**config.mk**
```make
export PLATFORM = sky130hd
export DESIGN_NAME = lcd_timing_gen
export DESIGN_NICKNAME = d
export VERILOG_FILES = /design/src/rtl/lcd_timing_pkg.sv /design/src/rtl/lcd_raster_cnt.sv /design/src/rtl/lcd_timing_gen.sv
export SDC_FILE = /design/constraint.sdc
export NUM_CORES = 1
export LEC_CHECK = 0
export ABC_CLOCK_PERIOD_IN_PS = 2300
export CAP_MARGIN = 30
export CORE_ASPECT_RATIO = 0.5
export CORE_MARGIN = 2
export CORE_UTILIZATION = 49
export DETAILED_ROUTE_END_ITERATION = 7
export GPL_TIMING_DRIVEN = 0
export HOLD_SLACK_MARGIN = 0.02
export PLACE_DENSITY = 0.92
export SETUP_SLACK_MARGIN = 0.02
export SYNTH_ARGS = -nofsm -noshare
export SYNTH_HDL_FRONTEND = slang
export SYNTH_SLANG_ARGS = --single-unit
```
**constraint.sdc**
```tcl
create_clock -name lcd_pclk -period 2.3 [get_ports lcd_pclk]
set_input_delay 0.23 -clock lcd_pclk [delete_from_list [all_inputs] [get_ports lcd_pclk]]
set_output_delay 0.23 -clock lcd_pclk [all_outputs]
set_load 0.01 [all_outputs]
```
**src/rtl/lcd_timing_pkg.sv**
```systemverilog
// Shared LCD timing definitions: default raster geometry, bus widths and FSM encoding.
package lcd_timing_pkg;

    // Default panel geometry (480x272 class panel)
    localparam int LCD_H_SYNC  = 41;
    localparam int LCD_H_BACK  = 2;
    localparam int LCD_H_DISP  = 480;
    localparam int LCD_H_FRONT = 2;
    localparam int LCD_V_SYNC  = 10;
    localparam int LCD_V_BACK  = 2;
    localparam int LCD_V_DISP  = 272;
    localparam int LCD_V_FRONT = 2;

    localparam int LCD_H_TOTAL = LCD_H_SYNC + LCD_H_BACK + LCD_H_DISP + LCD_H_FRONT;
    localparam int LCD_V_TOTAL = LCD_V_SYNC + LCD_V_BACK + LCD_V_DISP + LCD_V_FRONT;
    localparam int LCD_HA      = LCD_H_SYNC + LCD_H_BACK;
    localparam int LCD_VA      = LCD_V_SYNC + LCD_V_BACK;

    localparam int LCD_CNT_W   = 11;
    localparam int LCD_RGB_W   = 16;

    typedef enum logic [1:0] {
        ST_IDLE     = 2'd0,
        ST_RUN      = 2'd1,
        ST_STOPPING = 2'd2
    } lcd_state_e;

    // Half-open window test: lo <= c < hi
    function automatic logic in_window(input logic [LCD_CNT_W-1:0] c,
                                       input logic [LCD_CNT_W-1:0] lo,
                                       input logic [LCD_CNT_W-1:0] hi);
        return (c >= lo) && (c < hi);
    endfunction

endpackage

```
**src/rtl/lcd_raster_cnt.sv**
```systemverilog
// Horizontal/vertical raster counters with synchronous clear and wrap flags.
module lcd_raster_cnt
    import lcd_timing_pkg::*;
#(
    parameter int H_TOTAL = LCD_H_TOTAL,
    parameter int V_TOTAL = LCD_V_TOTAL
) (
    input  logic                 lcd_pclk,
    input  logic                 rst_n,
    input  logic                 clr,
    output logic [LCD_CNT_W-1:0] h_cnt,
    output logic [LCD_CNT_W-1:0] v_cnt,
    output logic                 frame_wrap
);

    localparam logic [LCD_CNT_W-1:0] H_LAST = LCD_CNT_W'(H_TOTAL - 1);
    localparam logic [LCD_CNT_W-1:0] V_LAST = LCD_CNT_W'(V_TOTAL - 1);

    logic [LCD_CNT_W-1:0] h_cnt_r;
    logic [LCD_CNT_W-1:0] v_cnt_r;
    logic                 h_wrap_s;

    assign h_wrap_s   = (h_cnt_r == H_LAST);
    assign frame_wrap = h_wrap_s && (v_cnt_r == V_LAST);
    assign h_cnt      = h_cnt_r;
    assign v_cnt      = v_cnt_r;

    // Advance h every cycle, v on each h wrap; clear holds both at the origin
    always_ff @(posedge lcd_pclk or negedge rst_n) begin
        if (!rst_n) begin
            h_cnt_r <= {LCD_CNT_W{1'b0}};
            v_cnt_r <= {LCD_CNT_W{1'b0}};
        end else if (clr) begin
            h_cnt_r <= {LCD_CNT_W{1'b0}};
            v_cnt_r <= {LCD_CNT_W{1'b0}};
        end else if (h_wrap_s) begin
            h_cnt_r <= {LCD_CNT_W{1'b0}};
            if (v_cnt_r == V_LAST) begin
                v_cnt_r <= {LCD_CNT_W{1'b0}};
            end else begin
                v_cnt_r <= v_cnt_r + 11'd1;
            end
        end else begin
            h_cnt_r <= h_cnt_r + 11'd1;
        end
    end

endmodule

```
**src/rtl/lcd_timing_gen.sv**
```systemverilog
// LCD raster timing generator: scan FSM, pixel coordinate request and
// one-stage alignment of sync/DE with the pixel source's returned data.
module lcd_timing_gen
    import lcd_timing_pkg::*;
#(
    parameter int   H_SYNC   = LCD_H_SYNC,
    parameter int   H_BACK   = LCD_H_BACK,
    parameter int   H_DISP   = LCD_H_DISP,
    parameter int   H_FRONT  = LCD_H_FRONT,
    parameter int   V_SYNC   = LCD_V_SYNC,
    parameter int   V_BACK   = LCD_V_BACK,
    parameter int   V_DISP   = LCD_V_DISP,
    parameter int   V_FRONT  = LCD_V_FRONT,
    parameter logic SYNC_POL = 1'b0
) (
    input  logic                 lcd_pclk,
    input  logic                 rst_n,
    input  logic                 disp_en,
    input  logic [LCD_RGB_W-1:0] pixel_data,
    output logic [LCD_CNT_W-1:0] pixel_xpos,
    output logic [LCD_CNT_W-1:0] pixel_ypos,
    output logic                 data_req,
    output logic                 lcd_hs,
    output logic                 lcd_vs,
    output logic                 lcd_de,
    output logic [LCD_RGB_W-1:0] lcd_rgb,
    output logic                 frame_start,
    output logic                 busy
);

    localparam int H_TOTAL = H_SYNC + H_BACK + H_DISP + H_FRONT;
    localparam int V_TOTAL = V_SYNC + V_BACK + V_DISP + V_FRONT;
    localparam int HA      = H_SYNC + H_BACK;
    localparam int VA      = V_SYNC + V_BACK;

    // The request leads the active window by one pixel to cover the source latency
    localparam logic [LCD_CNT_W-1:0] HREQ_LO = LCD_CNT_W'(HA - 1);
    localparam logic [LCD_CNT_W-1:0] HREQ_HI = LCD_CNT_W'(HA + H_DISP - 1);
    localparam logic [LCD_CNT_W-1:0] VREQ_LO = LCD_CNT_W'(VA);
    localparam logic [LCD_CNT_W-1:0] VREQ_HI = LCD_CNT_W'(VA + V_DISP);
    localparam logic [LCD_CNT_W-1:0] HS_END  = LCD_CNT_W'(H_SYNC);
    localparam logic [LCD_CNT_W-1:0] VS_END  = LCD_CNT_W'(V_SYNC);

    lcd_state_e           state_r;
    lcd_state_e           state_s;
    logic                 active_s;
    logic [LCD_CNT_W-1:0] h_cnt_s;
    logic [LCD_CNT_W-1:0] v_cnt_s;
    logic                 frame_wrap_s;
    logic                 data_req_s;
    logic [LCD_CNT_W-1:0] xpos_s;
    logic [LCD_CNT_W-1:0] ypos_s;
    logic                 de_r;
    logic                 hs_raw_r;
    logic                 vs_raw_r;
    logic                 frame_start_r;

    assign active_s = (state_r != ST_IDLE);

    lcd_raster_cnt #(
        .H_TOTAL (H_TOTAL),
        .V_TOTAL (V_TOTAL)
    ) u_cnt (
        .lcd_pclk   (lcd_pclk),
        .rst_n      (rst_n),
        .clr        (~active_s),
        .h_cnt      (h_cnt_s),
        .v_cnt      (v_cnt_s),
        .frame_wrap (frame_wrap_s)
    );

    // Scan state register
    always_ff @(posedge lcd_pclk or negedge rst_n) begin
        if (!rst_n) begin
            state_r <= ST_IDLE;
        end else begin
            state_r <= state_s;
        end
    end

    // Next-state: stops only on the last pixel of a frame, re-enable cancels a stop
    always_comb begin
        state_s = state_r;
        case (state_r)
            ST_IDLE: begin
                if (disp_en) begin
                    state_s = ST_RUN;
                end else begin
                    state_s = ST_IDLE;
                end
            end
            ST_RUN: begin
                if (!disp_en) begin
                    state_s = ST_STOPPING;
                end else begin
                    state_s = ST_RUN;
                end
            end
            ST_STOPPING: begin
                if (disp_en) begin
                    state_s = ST_RUN;
                end else if (frame_wrap_s) begin
                    state_s = ST_IDLE;
                end else begin
                    state_s = ST_STOPPING;
                end
            end
            default: begin
                state_s = ST_IDLE;
            end
        endcase
    end

    // Coordinate request decode; coordinates are forced to 0 outside the window
    always_comb begin
        data_req_s = 1'b0;
        xpos_s     = {LCD_CNT_W{1'b0}};
        ypos_s     = {LCD_CNT_W{1'b0}};
        if (active_s && in_window(h_cnt_s, HREQ_LO, HREQ_HI)
                     && in_window(v_cnt_s, VREQ_LO, VREQ_HI)) begin
            data_req_s = 1'b1;
            xpos_s     = h_cnt_s - HREQ_LO;
            ypos_s     = v_cnt_s - VREQ_LO;
        end else begin
            data_req_s = 1'b0;
            xpos_s     = {LCD_CNT_W{1'b0}};
            ypos_s     = {LCD_CNT_W{1'b0}};
        end
    end

    // Alignment stage: delay DE/sync by one pclk to match the returned pixel data
    always_ff @(posedge lcd_pclk or negedge rst_n) begin
        if (!rst_n) begin
            de_r          <= 1'b0;
            hs_raw_r      <= 1'b0;
            vs_raw_r      <= 1'b0;
            frame_start_r <= 1'b0;
        end else begin
            de_r          <= data_req_s;
            hs_raw_r      <= active_s && (h_cnt_s < HS_END);
            vs_raw_r      <= active_s && (v_cnt_s < VS_END);
            frame_start_r <= active_s && (h_cnt_s == 11'd0) && (v_cnt_s == 11'd0);
        end
    end

    assign data_req    = data_req_s;
    assign pixel_xpos  = xpos_s;
    assign pixel_ypos  = ypos_s;
    assign lcd_de      = de_r;
    assign lcd_hs      = hs_raw_r ^ ~SYNC_POL;
    assign lcd_vs      = vs_raw_r ^ ~SYNC_POL;
    assign lcd_rgb     = de_r ? pixel_data : 16'h0000;
    assign frame_start = frame_start_r;
    assign busy        = active_s;

endmodule

```
Word level (Yosys, flattened, before mapping):

Cells that the tools add are included.

* add/sub/neg operators: 4
* order comparisons: 6
* eq/ne operators: 5
* mux-type cells: 14
* bitwise operators: 2
* reduce and logical (&&, ||, !) cells: 13

Operators by type and width (count)
* $mux W11: 7
* $add A11 B1 Y11 const B: 2
* $logic_not A11 Y1: 2
* $mux W16: 1
* $eq A11 B10 Y1 const B: 1
* $eq A11 B9 Y1 const B: 1
* $ge A11 B4 Y1 const B: 1
* $ge A11 B6 Y1 const B: 1
* $lt A11 B10 Y1 const B: 1
* $lt A11 B4 Y1 const B: 1
* $lt A11 B6 Y1 const B: 1
* $lt A11 B9 Y1 const B: 1
* $sub A11 B4 Y11 const B: 1
* $sub A11 B6 Y11 const B: 1
* $logic_and A1 B1 Y1: 9
* $mux W2: 3
* $pmux W2 S3: 1
* $eq A2 B1 Y1 const B: 1
* $eq A2 B2 Y1 const B: 1
* $logic_not A2 Y1: 1
* $mux W1: 2
* $ne A2 B1 Y1 const B: 1
* $not A1 Y1: 2
* $reduce_bool A2 Y1: 1

* bits in registers: 28
* bits of input ports: 19
* output and inout port bits: 44
* logic and storage cells: 51

Longest topological paths before layout:

* depth after elaboration: 5
* mapped depth: 8
* mapped depth without buffers: 6

By module:

Synthesis repeated with hierarchy kept, for this count alone.

* cell total of the unflattened synthesis: 259
* area total of the unflattened synthesis: 2223.4 um^2

Modules (own cells, without submodules)
* lcd_raster_cnt: times used 1, cells each 125, area each 1273.7 um^2, sequential area each 550.5 um^2
* lcd_timing_gen: times used 1, cells each 134, area each 949.7 um^2, sequential area each 150.1 um^2

Worst setup path before layout:

OpenSTA, ideal clock, no wires.

* path kind: reg-to-output
* start point: register u_cnt.h_cnt_r[2], in the netlist u_cnt.h_cnt[2]
* end point: output pixel_xpos[3]
* arrival time: 1.956 ns
* data required time: 2.070 ns
* slack: 0.114 ns
* cell stages (with the launch flop): 8
* buffers on the path: 1
* cells stage by stage: dfrtp_1 clkbuf_1 inv_1 ha_1 nor2b_1 o21a_1 o32ai_2 nor4_1

* word-level cells in the longest chain between the ends: 5
* elaborated cells between the ends (all ways): 7
* those cells by class: 1 x add/sub; 2 x order compare; 1 x mux; 3 x reduce/logical

Ends and longest elaborated chain
* start: declaration: line lcd_raster_cnt.sv:19 `logic [LCD_CNT_W-1:0] h_cnt_r;`
* start signal: assignment: line lcd_raster_cnt.sv:31 `h_cnt_r <= {LCD_CNT_W{1'b0}};`
* start signal: assignment: line lcd_raster_cnt.sv:34 `h_cnt_r <= {LCD_CNT_W{1'b0}};`
* start signal: assignment: line lcd_raster_cnt.sv:37 `h_cnt_r <= {LCD_CNT_W{1'b0}};`
* $ge A11 B6 Y1 / $lt A11 B10 Y1 (equally long branches): line lcd_timing_pkg.sv:32 `return (c >= lo) && (c < hi);`
* $logic_and A1 B1 Y1: line lcd_timing_pkg.sv:32
* $logic_and A1 B1 Y1: line lcd_timing_gen.sv:119 `if (active_s && in_window(h_cnt_s, HREQ_LO, HREQ_HI)`
* $logic_and A1 B1 Y1: line lcd_timing_gen.sv:120 `&& in_window(v_cnt_s, VREQ_LO, VREQ_HI)) begin`
* $mux W11 (*): line lcd_timing_gen.sv:119
* end: declaration: line lcd_timing_gen.sv:20 `output logic [LCD_CNT_W-1:0] pixel_xpos,`

Every way passes the cells marked *; elsewhere a longest branch is shown, timed or not.

Worst setup path in the final report:

* start point: register u_cnt.h_cnt_r[5], in the netlist u_cnt.h_cnt[5]
* end point: output pixel_xpos[4]

* word-level cells in the longest chain between the ends: 5
* elaborated cells between the ends (all ways): 6
* those cells by class: 2 x order compare; 1 x mux; 3 x reduce/logical

Ends and longest elaborated chain (line)
* $ge A11 B6 Y1 / $lt A11 B10 Y1 (equally long branches): lcd_timing_pkg.sv:32
* $logic_and A1 B1 Y1 (*): lcd_timing_pkg.sv:32
* $logic_and A1 B1 Y1 (*): lcd_timing_gen.sv:119
* $logic_and A1 B1 Y1 (*): lcd_timing_gen.sv:120
* $mux W11 (*): lcd_timing_gen.sv:119

Marked as above.

==> impl_results.md <==
- Endpoint kind of the worst setup timing path: output port
- Setup ws final: -0.244 ns
- Maximum operating frequency: between 300 and 400 MHz
- Vert. Die Dim: 51.9 microns
- Data required time at the worst endpoint: 2.07 ns
- Setup repair after global routing missed its margin: yes
- Failing checks: setup timing
- Number of remaining DRC errors: 0
- Sequential element share of the synthesized area: a little under a third
- Setup crit end: pixel_xpos[4]
- Number of standard cells after synthesis: 260
- Worst r2r path cells: 7
- Number of nets in the final layout: 371
- Effective utilization at floorplan: 51.2%
- Max H-tree Level: 1
- Crit Path Category: reg -> out
- Clock insertion delay at the later pin of the skew report: 0.29 ns
- Max Cap Violations: 0
- Global-route wire length before repair: 11900 microns
- Pwr/cell area: 390 mW/mm^2
- Filler cell count: 264
- Endpoint of the worst register-to-register path: u_cnt.h_cnt[4]$_DFF_PN0_
- Biggest fanout along the worst timing path: 9
- Die boundary width: roughly 100 microns
- Outcome: finished, violations left
- Portion of the clock cycle consumed by the worst path in the final layout: 111%
- Routed wire per std cell: 20.6 microns
- Number of placed I/O pins: 63
- Global route overflow: 0
- Final wirelength: 8190 microns
- Register clock-pin slew on the reported worst setup and hold paths: roughly 0.11 ns
- Area enclosed by the die boundary: 0.00519 sq mm
- Share of cells above drive strength 1: 32.1%
- Combined area of all synthesized cells: 0.00225 sq mm
- Vias after detailed routing: 2471
- Mapped Avg Cell Area: between 8 and 9 sq um
- CTS Buf Count: 3
- Worst-margin pin slew: 0.567 ns
- Most frequent cells in the layout: sky130_fd_sc_hd__clkdlybuf4s50_1 (39), sky130_fd_sc_hd__buf_2 (23), sky130_fd_sc_hd__dfrtp_1 (23)
- Antenna violations before repair: 0
- Type of element launching the critical path: flip-flop
- Fraction of synthesized cell area taken by the top area cell type: a little under a third
- Number of buffers between clock root and the deepest sink: 2
- Average vias per placed instance: 6.22
- Post-synth EDFFs: 0
- Total leakage power: 1.44 nW
- Count of warnings emitted by yosys: 0
- Cell at the root of the clock tree: sky130_fd_sc_hd__clkbuf_8
- Post-route ant nets: 0
- Design Power: 1.28 mW
- Hold violation total from the final report: 0
- Number of max-slew violations in the final report: 0
- Placement row count: 17
- CTS tree: yes
- Top FF cell, synth: sky130_fd_sc_hd__dfrtp_1
- First-pass detailed-route iteration total: 6
- Count of antenna diodes in the layout: 0
- Start point of the critical path: u_cnt.h_cnt[5]$_DFF_PN0_
- Arrival time worst endpoint: 2.31 ns
- Count of routing violations after the opening detailed-route iteration: 308
- I/O Buffers: a little over 60
- Core region area: approximately 0.0044 sq mm
- Setup-failing EPs final: 23
- Synthesis-stage register bit count: 28
- Placer's final routability congestion estimate: 0.832
- Most common cell after layout, fill and taps aside: sky130_fd_sc_hd__clkdlybuf4s50_1
- Min-delay worst type: in -> async
- Area grow syn2layout: 45.1%
- IR Drop Worst-Case VDD: around 0.35 mV
- Reg2Reg Launch Point: u_cnt.h_cnt[5]$_DFF_PN0_
- Maximum number of pins on one net before global-route repair: 22
- Min cycle time layout: 2.54 ns
- Number of global-route vias before repair: 2333
- Share of flip-flops with an asynchronous set or reset after synthesis: between 90% and 100%
- Library cell occupying the most area in the post-synthesis netlist: sky130_fd_sc_hd__dfrtp_1
- GR Util All Layers: 29.7%
- TritonCTS Sinks: 28
- Synth unique cells: 42
- Estimated wirelength of the detail-placed design: 4800 microns
- Worst-case clock skew: ~0.011 ns
- Biggest area contributors in the synthesized netlist: sky130_fd_sc_hd__dfrtp_1 (31%), sky130_fd_sc_hd__nor3_2 (7.1%), sky130_fd_sc_hd__ha_1 (6.1%), sky130_fd_sc_hd__xor2_1 (5.1%), sky130_fd_sc_hd__and2_1 (5.0%)
- Tightest hold margin: 0.264 ns
- Synthesized net count: 290
- R2r setup slk: 0.03 ns
- Headroom to the max-slew limit: 62.2%
-- where the power goes --
part | switching, mW | internal, mW
combinational | 0.189 | 0.145
sequential | 0.0231 | 0.517
clock | 0.166 | 0.234
-- registers in the layout, indices dropped and copies added, names as in the netlist --
register	flops
frame_start	1
hs_raw_r	1
lcd_de	1
u_cnt.v_cnt	11
state_r	2
vs_raw_r	1
u_cnt.h_cnt	11
-- layout make-up --
| class | instances | area [sq um] | area share [%] |
|---|---|---|---|
| inverters | 12 | 45.0 | 1.38 |
| well taps | 57 | 71.3 | 2.18 |
| repair buffers | 84 | 712 | 21.8 |
| clock inverters | 1 | 30.0 | 0.919 |
| clock buffers | 3 | 41.3 | 1.26 |
| plain buffers | 13 | 105 | 3.22 |
| multi-input cells | 199 | 1560 | 47.6 |
| flip-flops and latches | 28 | 707 | 21.6 |
-- worst min-delay path by stage --
stage                              start                          end  slack (ns)  cells past startpoint
floorplan                          rst_n        frame_start$_DFF_PN0_       -0.07                      0
global placement    state_r[1]$_DFF_PN0_         state_r[0]$_DFF_PN0_        0.47                      1
detailed placement  state_r[1]$_DFF_PN0_         state_r[0]$_DFF_PN0_        0.54                      1
CTS                                rst_n  u_cnt.v_cnt[10]$_DFFE_PN0P_        0.27                      1
global route                       rst_n   u_cnt.v_cnt[9]$_DFFE_PN0P_        0.28                      1
finish                             rst_n   u_cnt.v_cnt[9]$_DFFE_PN0P_        0.26                      1
-- critical path: stages (launching register included) --
cell	delay [ns]
sky130_fd_sc_hd__dfrtp_1	0.38
sky130_fd_sc_hd__buf_4	0.17
sky130_fd_sc_hd__or4_4	0.53
sky130_fd_sc_hd__nor3_4	0.23
sky130_fd_sc_hd__o32ai_4	0.19
sky130_fd_sc_hd__buf_6	0.19
sky130_fd_sc_hd__nor3b_2	0.16
sky130_fd_sc_hd__buf_2	0.16
-- what timing repair did --
item | in CTS | in global routing
endpoints found under the setup margin | 30 | 36
resized for setup | 131 | 17
pin swaps | 27 | 6
gates cloned | 2 | 0
hold buffers | 0 | 0
hold endpoints to repair | 0 | 0
setup buffers | 11 | 8
-- stage by stage --
stage / cells / setup TNS (ns) / setup WS, ns / util, % / area [sq um]
3_3_place_gp: 379 / -12.35 / -0.584 / 66.9 / 2940
4_1_cts: 389 / -2.81 / -0.180 / 70.9 / 3120
6_report: 397 / -4.49 / -0.244 / 74.2 / 3270
5_1_grt: 397 / -5.62 / -0.302 / 74.2 / 3270
3_5_place_dp: 380 / -15.26 / -0.757 / 67.5 / 2970
2_1_floorplan: 260 / 0 / 0.114 / - / 2250
-- per-layer routing --
| layer | vias up | track usage, % | routed length, microns |
|---|---|---|---|
| met5 | - | 0 | 0 |
| met4 | 0 | 16.2 | 333 |
| met3 | 40 | 6.72 | 747 |
| met2 | 170 | 51.4 | 3850 |
| met1 | 1183 | 35.2 | 3250 |
| li1 | 1078 | - | - |
-- kinds of logic after synthesis --
family	count (synthesis)	synth area share, %
simple gates	126	34.9
compound gates	43	13.6
buf+inv	33	6.94
flops	28	31.1
xor+xnor	19	7.39
fa+ha+maj	11	6.11
-- synthesized netlist by cell type (all sizes together), types with 2 or more instances --
cell type / number
nor4: 5
xor2: 13
ha: 11
xnor2: 6
nor4b: 2
or4: 6
o21ai: 10
buf: 11
o21a: 3
and3: 5
or3: 8
and4: 2
dfrtp: 28
inv: 12
nand4: 8
nand3: 10
and2: 18
a21oi: 13
nor2: 18
a211oi: 5
nor3: 22
nor2b: 4
o31ai: 6
clkbuf: 10
nand2: 13
No activity file was read; power rests on OpenSTA's default activity.
